File: src/rtl/reg_write_ctrl.sv
// Debounced write/clear push-button front end for an 8x4 register bank.
// Write strobe lands DEBOUNCE_CYCLES+3 edges after a clean press; presses while busy are dropped.
module reg_write_ctrl #(
    parameter int DEBOUNCE_CYCLES = 250000,
    parameter int ADDR_W          = 3,
    parameter int DATA_W          = 4
) (
    input  logic              clk,
    input  logic              rst,
    input  logic              btn_wr,
    input  logic              btn_clr,
    input  logic [ADDR_W-1:0] sw_addr,
    input  logic [DATA_W-1:0] sw_dat,
    output logic [ADDR_W-1:0] addrW,
    output logic [DATA_W-1:0] datW,
    output logic              RegWrite,
    output logic              busy
);

    localparam int CNT_W = (DEBOUNCE_CYCLES > 2) ? $clog2(DEBOUNCE_CYCLES) : 1;
    localparam logic [CNT_W-1:0]  CNT_MAX  = CNT_W'(DEBOUNCE_CYCLES - 1);
    localparam logic [CNT_W-1:0]  CNT_ONE  = CNT_W'(1);
    localparam logic [ADDR_W-1:0] ADDR_ONE = ADDR_W'(1);
    localparam logic [ADDR_W-1:0] ADDR_MAX = '1;

    localparam logic [1:0] IDLE     = 2'd0;
    localparam logic [1:0] WRITE    = 2'd1;
    localparam logic [1:0] CLEAR    = 2'd2;
    localparam logic [1:0] WAIT_REL = 2'd3;

    // Button index 0 is write, index 1 is clear.
    logic [1:0]       sync1_q, sync1_d;
    logic [1:0]       sync2_q, sync2_d;
    logic [1:0]       db_q, db_d;
    logic [1:0]       db_prev_q, db_prev_d;
    logic [CNT_W-1:0] cnt_q [2];
    logic [CNT_W-1:0] cnt_d [2];

    logic [1:0]        state_q, state_d;
    logic [ADDR_W-1:0] addr_q, addr_d;
    logic [DATA_W-1:0] dat_q, dat_d;
    logic              we_q, we_d;

    logic wr_evt, clr_evt;

    always_comb begin
        sync1_d   = {btn_clr, btn_wr};
        sync2_d   = sync1_q;
        db_prev_d = db_q;
        db_d      = db_q;
        for (int i = 0; i < 2; i++) begin
            cnt_d[i] = '0;
            if (sync2_q[i] != db_q[i]) begin
                if (cnt_q[i] == CNT_MAX) begin
                    db_d[i] = sync2_q[i];
                end else begin
                    cnt_d[i] = cnt_q[i] + CNT_ONE;
                end
            end
        end
    end

    assign wr_evt  = db_q[0] & ~db_prev_q[0];
    assign clr_evt = db_q[1] & ~db_prev_q[1];

    always_comb begin
        state_d = state_q;
        addr_d  = addr_q;
        dat_d   = dat_q;
        we_d    = 1'b0;
        case (state_q)
            IDLE: begin
                if (clr_evt) begin
                    state_d = CLEAR;
                    addr_d  = '0;
                    dat_d   = '0;
                    we_d    = 1'b1;
                end else if (wr_evt) begin
                    state_d = WRITE;
                    addr_d  = sw_addr;
                    dat_d   = sw_dat;
                    we_d    = 1'b1;
                end
            end
            WRITE: begin
                state_d = WAIT_REL;
            end
            CLEAR: begin
                // Last address written holds on the bus once the burst ends.
                if (addr_q == ADDR_MAX) begin
                    state_d = WAIT_REL;
                end else begin
                    addr_d = addr_q + ADDR_ONE;
                    dat_d  = '0;
                    we_d   = 1'b1;
                end
            end
            default: begin
                if (db_q == 2'b00) begin
                    state_d = IDLE;
                end
            end
        endcase
    end

    always_ff @(posedge clk) begin
        if (!rst) begin
            sync1_q   <= '0;
            sync2_q   <= '0;
            db_q      <= '0;
            db_prev_q <= '0;
            for (int i = 0; i < 2; i++) begin
                cnt_q[i] <= '0;
            end
            state_q   <= IDLE;
            addr_q    <= '0;
            dat_q     <= '0;
            we_q      <= 1'b0;
        end else begin
            sync1_q   <= sync1_d;
            sync2_q   <= sync2_d;
            db_q      <= db_d;
            db_prev_q <= db_prev_d;
            for (int i = 0; i < 2; i++) begin
                cnt_q[i] <= cnt_d[i];
            end
            state_q   <= state_d;
            addr_q    <= addr_d;
            dat_q     <= dat_d;
            we_q      <= we_d;
        end
    end

    assign addrW    = addr_q;
    assign datW     = dat_q;
    assign RegWrite = we_q;
    assign busy     = (state_q != IDLE);

endmodule

File: config.mk
export PLATFORM = sky130hd
export DESIGN_NAME = reg_write_ctrl
export DESIGN_NICKNAME = d
export VERILOG_FILES = /design/src/rtl/reg_write_ctrl.sv
export SDC_FILE = /design/constraint.sdc
export NUM_CORES = 1
export LEC_CHECK = 0
export CORE_MARGIN = 10
export CORE_UTILIZATION = 60
export CTS_CLUSTER_DIAMETER = 100
export DETAILED_ROUTE_END_ITERATION = 8
export PLACE_DENSITY = 0.82
export SLEW_MARGIN = 40
export SYNTH_ARGS = -nofsm -noshare
export SYNTH_HDL_FRONTEND = slang
export SYNTH_SLANG_ARGS = --single-unit
File: constraint.sdc
create_clock -name clk -period 3.2 [get_ports clk]
set_clock_uncertainty 0.05 [all_clocks]
set_input_delay 0.48 -clock clk [delete_from_list [all_inputs] [get_ports clk]]
set_output_delay 0.48 -clock clk [all_outputs]
set_load 0.1 [all_outputs]
==> results of run 1 <==
## final cells by class
cell class	instances	area [µm²]	area share (%)
repair buffers	24	206	7.44
flip-flops and latches	54	1080	38.9
clock inverters	1	5.00	0.180
multi-input cells	204	1290	46.5
clock buffers	7	86.3	3.11
well taps	50	62.6	2.25
inverters	12	45.0	1.62
## power groups by stage
stage          clock, µW  combinational (µW)  sequential, µW
6_report             381                 521             745
3_3_place_gp           0                 511             760
4_1_cts              389                 524             746
5_1_grt              422                 553             753
2_1_floorplan          0                 191             981
3_5_place_dp           0                 523             760
## logic make-up after synthesis
logic type / count (synthesis) / synth area share, %
multiplexers: 2 / 0.818
AND/OR/NAND/NOR: 136 / 28.7
adder cells (fa/ha/maj): 7 / 3.58
XOR/XNOR: 30 / 10.7
AO/OA/AOI/OAI: 29 / 8.84
buffers and inverters: 19 / 3.12
flip-flops: 54 / 44.2
## layer usage
metal	up-vias	wire length [µm]	part of all wire [%]	GRT usage (%)
met3	2	266	6.0	5.57
met2	40	2040	46	22.2
li1	1013	-	-	-
met5	-	0	0	0
met4	0	28	0.63	4.26
met1	894	2110	47	15.3
## worst max-delay path: stages, from the launching register on
cell	delay, ns
dfxtp_1	0.37
nor4_1	0.28
nand4_1	0.21
o41ai_4	0.56
buf_4	0.24
buf_4	0.15
nor2_1	0.05
## worst paths after layout
kind              slack (ns)                    from  cells past startpoint                endpoint
hold reg to reg         0.39   sync1_q[0]$_SDFF_PN0_                      1   sync2_q[0]$_SDFF_PN0_
hold / removal          0.39   sync1_q[0]$_SDFF_PN0_                      1   sync2_q[0]$_SDFF_PN0_
setup reg to reg        1.20  cnt_q[0][8]$_SDFF_PP0_                      6  cnt_q[0][2]$_SDFF_PP0_
setup / recovery        1.20  cnt_q[0][8]$_SDFF_PP0_                      6  cnt_q[0][2]$_SDFF_PP0_
## registers in the layout (all words and copies together) (netlist names)
name	flops
sync1_q	2
db_prev_q	2
state_q	2
RegWrite	1
addrW	3
datW	4
cnt_q	36
sync2_q	2
db_prev_d	2
## per-stage QoR
step / worst slack, ns / cells / utilization [%] / area (µm²)
final: 1.20 / 352 / 69.9 / 2780
after global routing: 1.05 / 352 / 69.9 / 2780
after CTS: 1.18 / 352 / 69.9 / 2780
after detailed placement: 0.893 / 344 / 67.6 / 2690
after global placement: 1.13 / 340 / 66.8 / 2650
after floorplan: 0.902 / 277 / - / 2450
## placed cells by master (no fill, tap or decap), types with 2 or more instances in the layout
cell and instances:
dfxtp_1 54, a21oi_1 14, nand2_1 17, ha_1 7, nor4_1 15, xnor2_1 24, nand3_1 14, buf_4 12
a22oi_1 2, mux2i_1 2, nand2b_1 8, inv_1 12, clkdlybuf4s50_1 10, nor3_1 5, or4_1 6, nand4_1 11
xor2_1 6, a211oi_1 3, nor2b_1 2, o21ai_0 3, o31ai_1 4, nor2_1 46, o41ai_4 2, and2_1 4
clkbuf_8 6
==> out/metrics.yaml, run 1 <==
logic_synthesis:
  yosysMostFrequentCell: "dfxtp_1"
  synth.top_cells.by_count: "dfxtp_1 (54), nor2_1 (46), xnor2_1 (24), nand2_1 (17), nor4_1 (15)"
  syn_inst: 277
  synth.distinct_cells: 34
  yosysWarnings: 0
  yosysSeqAreaShare_pct: 44.2
  ys_ff_latch: 54
  yosys-top-cells-area: "dfxtp_1 (44%), xnor2_1 (8.6%), nor2_1 (7.1%), nor4_1 (3.8%), ha_1 (3.6%)"
  synth_top_cell_by_area: "dfxtp_1"
  ys_async_sr_fraction_pct: 0
  synth-edff-count: 0
  yosysTopAreaCellShare_pct: 44.2
  synth_area_um2: 2450
  synth.avg_cell_area_um2: 8.84
  synth_fp_nets: 295
  ys.flop_type: "dfxtp_1"
clock_tree:
  cts_setup_buffers: 0
  clockBufferDepth: 2
  clkTransAtPathRegs_ns: 0.09
  cts_made_buffers: 5
  cts_resized: 0
  clock_latency_ns: 0.30
  cts_tree: "yes"
  ctsHoldBuffers: 0
  htreeDepth: 2
  clock-root-buffer: "clkbuf_8"
  cts_sinks: 54
worst_hold_path:
  holdCritPathClass: "reg2reg"
power_and_ir_drop:
  p_int_uw: 1020
  power_leakage_uw: 0.000877
  p_total_uw: 1650
  comb_power_share_pct: 31.6
  powerDensity_nw_per_um2: 593
  p_seq_share_pct: 45.3
  swShare_pct: 38.1
  ir_worst_vdd_v: 0.000707
  netSwitchingPower_uw: 627
  pwr-share-clk_pct: 23.1
die:
  fp.dieW_um: 83.9
  placementRows: 23
  die_h_um: 83.9
  die_area_um2: 7030
  initial_core_util_pct: 61.6
  ios: 20
  core_area_um2: 3970
finish:
  drive_above_1_share_pct: 8.94
  layout.nets: 319
  nFillCells: 319
  area_growth_pct: 13.4
  n_antenna_cell: 0
timing:
  setup_viol: 0
  setup_tns_ns: 0
  rsz0062_at_grt: "false"
  max_slew.worst_pin.slew_ns: 0.599
  fmax_mhz: 501
  min_period_ns: 2.00
  slew_headroom_pct: 59.9
  slew_viol_final: 0
  hold_violations: 0
  timing.hold.ws_ns: 0.389
  period_share_pct: 62.4
worst_setup_path:
  cp_max_fo: 7
  endpoint_kind: "flip-flop"
  start_kind: "flip-flop"
  setup.worst_path.class: "reg2reg"
  arrival_ns: 2.15
  required_ns: 3.35
global_route:
  grt_pass1_wl_um: 8200
  antenna_found_initial: 0
  grt_pass1_vias: 1932
  grtUsageTotal_pct: 13.5
  grt_max_degree: 16
  overflow: 0
drt:
  via_per_inst: 5.54
  vias: 1949
  dr.pass1.iters: 4
  finalWirelength_um: 4450
  drc: 0
  wl_per_cell_um: 12.6
  drt_iter0_drc: 118
  final_antenna_net_count: 0
place:
  io_buffers: 19
  place.gp.congestion: 0.847
  hpwl_um: 3370
outcome:
  status: "finished, final reports clean"
job:
  drv_cap: 0
Note: power is estimated with default switching activity, not from simulation.
==> inputs of run 2 (changes only) <==
--- a/config.mk
+++ b/config.mk
@@ -6,10 +6,10 @@
 export NUM_CORES = 1
 export LEC_CHECK = 0
 export CORE_MARGIN = 10
-export CORE_UTILIZATION = 60
+export CORE_UTILIZATION = 57
 export CTS_CLUSTER_DIAMETER = 100
 export DETAILED_ROUTE_END_ITERATION = 8
-export PLACE_DENSITY = 0.82
+export PLACE_DENSITY = 0.78
 export SLEW_MARGIN = 40
 export SYNTH_ARGS = -nofsm -noshare
 export SYNTH_HDL_FRONTEND = slang
==> constraint.sdc (replaced) <==
create_clock -name clk -period 2.1 [get_ports clk]
set_clock_uncertainty 0.05 [all_clocks]
set_input_delay 0.315 -clock clk [delete_from_list [all_inputs] [get_ports clk]]
set_output_delay 0.315 -clock clk [all_outputs]
set_load 0.1 [all_outputs]
==> run 2 against run 1 <==
Net effect:
- cell area is 1.1% higher
- sequential power up 53%
- combinational power is 60% higher
- largest cell class unchanged
==> out/metrics.yaml, run 2 (synthesis gave the netlist of run 1 again) <==
worst_hold_path:
  worstHoldStart: "sync1_q[0]$_SDFF_PN0_"
  holdCritPathClass: "reg2reg"
  min_path_cells: 1
  hold_end: "sync2_q[0]$_SDFF_PN0_"
worst_setup_path:
  crit_buf_inv: 0
  crit_slowest_cell: "or4_4"
  cpPeakStageDelay_ns: 0.56
  rrSetupSlack_ns: 0.26
  endpoint_kind: "flip-flop"
  start_kind: "flip-flop"
  required_ns: 2.29
  critical-path-top-delay-family: "simple AND/OR/NAND/NOR gates"
  rr_startpoint: "cnt_q[0][5]$_SDFF_PP0_"
  cp_max_fo: 9
  rr_endpoint: "cnt_q[0][17]$_SDFF_PP0_"
  reg2reg_depth: 4
  arrival_ns: 2.03
  setup.worst_path.class: "reg2reg"
  crit_chain: "nand3_4, or4_4, or4_1, a21oi_1"
finish:
  max_flop_register: "cnt_q"
  n_antenna_cell: 0
  regArea_um2: 1080
  fin_area_um2: 2810
  drive_above_1_share_pct: 10.5
  layout.nets: 321
  largest_register_ffs: 36
  final_common_cell: "dfxtp_1"
  area_growth_pct: 14.7
  multiInputGateArea_um2: 1290
  nFillCells: 347
  final_cell_mix: "dfxtp_1 (51), nor2_1 (46), xnor2_1 (24)"
power_and_ir_drop:
  powerDensity_nw_per_um2: 914
  ir_worst_vdd_v: 0.000835
  p_total_uw: 2570
  power_leakage_uw: 0.000889
global_route:
  grt_pass1_wl_um: 7910
  grtUsageTotal_pct: 12.6
  antenna_found_initial: 0
  grt_max_degree: 19
  grt-busiest-layer: "met2"
  globalRouteMet1Util_pct: 14.7
  use_met2_pct: 21.1
  grt_pass1_vias: 1862
  grt_use_met3_pct: 2.74
  overflow: 0
clock_tree:
  cts_sinks: 54
  cts_setup_buffers: 0
  htreeDepth: 2
  clock_latency_ns: 0.30
  clkTransAtPathRegs_ns: 0.09
  clock-root-buffer: "clkbuf_8"
  ctsHoldBuffers: 0
  cts_resized: 0
  cts_made_buffers: 5
  cts_tree: "yes"
  clockBufferDepth: 2
die:
  die_h_um: 85.5
  ios: 20
  fp.dieW_um: 85.5
  placementRows: 23
  core_area_um2: 4090
  initial_core_util_pct: 59.9
  die_area_um2: 7310
job:
  drv_cap: 0
outcome:
  status: "finished, final reports clean"
timing:
  period_share_pct: 87.7
  setup_viol: 0
  slew_headroom_pct: 69.7
  fmax_mhz: 543
  min_period_ns: 1.84
  slew_viol_final: 0
  worst_slack_ns: 0.258
  setup_tns_ns: 0
  rsz0062_at_grt: "false"
  hold_violations: 0
  max_slew.worst_pin.slew_ns: 0.452
drt:
  finalWirelength_um: 4480
  drc: 0
  vias: 1961
  dr.pass1.iters: 4
  final_antenna_net_count: 0
  wl_per_cell_um: 12.6
  drt_iter0_drc: 64
  via_per_inst: 5.54
place:
  place_area_um2: 2720
  hpwl_um: 3350
  place.gp.congestion: 0.840
  post-place-ws_ns: 0.270
  io_buffers: 19
-- run 2: cell types whose count changed in the layout (fill, tap and decap cells not counted) --
| cell | before | now |
|---|---|---|
| buf_4 | 12 | 15 |
| dfxtp_1 | 54 | 51 |
| dfxtp_2 | 0 | 3 |
| buf_12 | 0 | 1 |
| buf_2 | 1 | 0 |
| buf_6 | 1 | 0 |
-- run 2: worst max-delay path by stage --
| stage | startpoint | endpoint | slack, ns | cells after the start |
|---|---|---|---|---|
| 2_1_floorplan | addrW[0]$_SDFFE_PN0P_ | addrW[0]$_SDFFE_PN0P_ | 0.11 | 7 |
| 3_3_place_gp | cnt_q[0][2]$_SDFF_PP0_ | cnt_q[0][17]$_SDFF_PP0_ | 0.34 | 4 |
| 3_5_place_dp | cnt_q[0][5]$_SDFF_PP0_ | cnt_q[0][15]$_SDFF_PP0_ | 0.27 | 4 |
| 4_1_cts | cnt_q[0][5]$_SDFF_PP0_ | cnt_q[0][17]$_SDFF_PP0_ | 0.26 | 4 |
| 5_1_grt | cnt_q[0][4]$_SDFF_PP0_ | cnt_q[0][15]$_SDFF_PP0_ | 0.16 | 4 |
| 6_report | cnt_q[0][5]$_SDFF_PP0_ | cnt_q[0][17]$_SDFF_PP0_ | 0.26 | 4 |
-- run 2: area by class of cell --
class                           instances  area share (%)
Multi-Input combinational cell        204            46.0
Sequential cell                        54            38.7
Timing Repair Buffer                   26            8.29
Clock buffer                            7            3.08
Tap cell                               50            2.23
Inverter                               12            1.60
Clock inverter                          1           0.178
-- run 2: routing by layer --
metal | routed length, µm | up-vias
li1 | - | 1016
met5 | 0 | -
met4 | 65 | 0
met3 | 146 | 5
met1 | 2120 | 914
met2 | 2150 | 26
-- run 2: metrics by stage --
stage | hold WS (ns) | cells | utilization [%]
after floorplan | 0.362 | 277 | -
after global placement | 0.365 | 346 | 66.4
after detailed placement | 0.369 | 346 | 66.4
after CTS | 0.394 | 354 | 68.7
after global routing | 0.410 | 354 | 68.7
final | 0.393 | 354 | 68.7
-- run 2: power by group --
group	internal (µW)	switching, µW	leakage, µW
Sequential	1090	49.1	0.000437
Clock	267	325	0.0000482
Combinational	233	598	0.000403
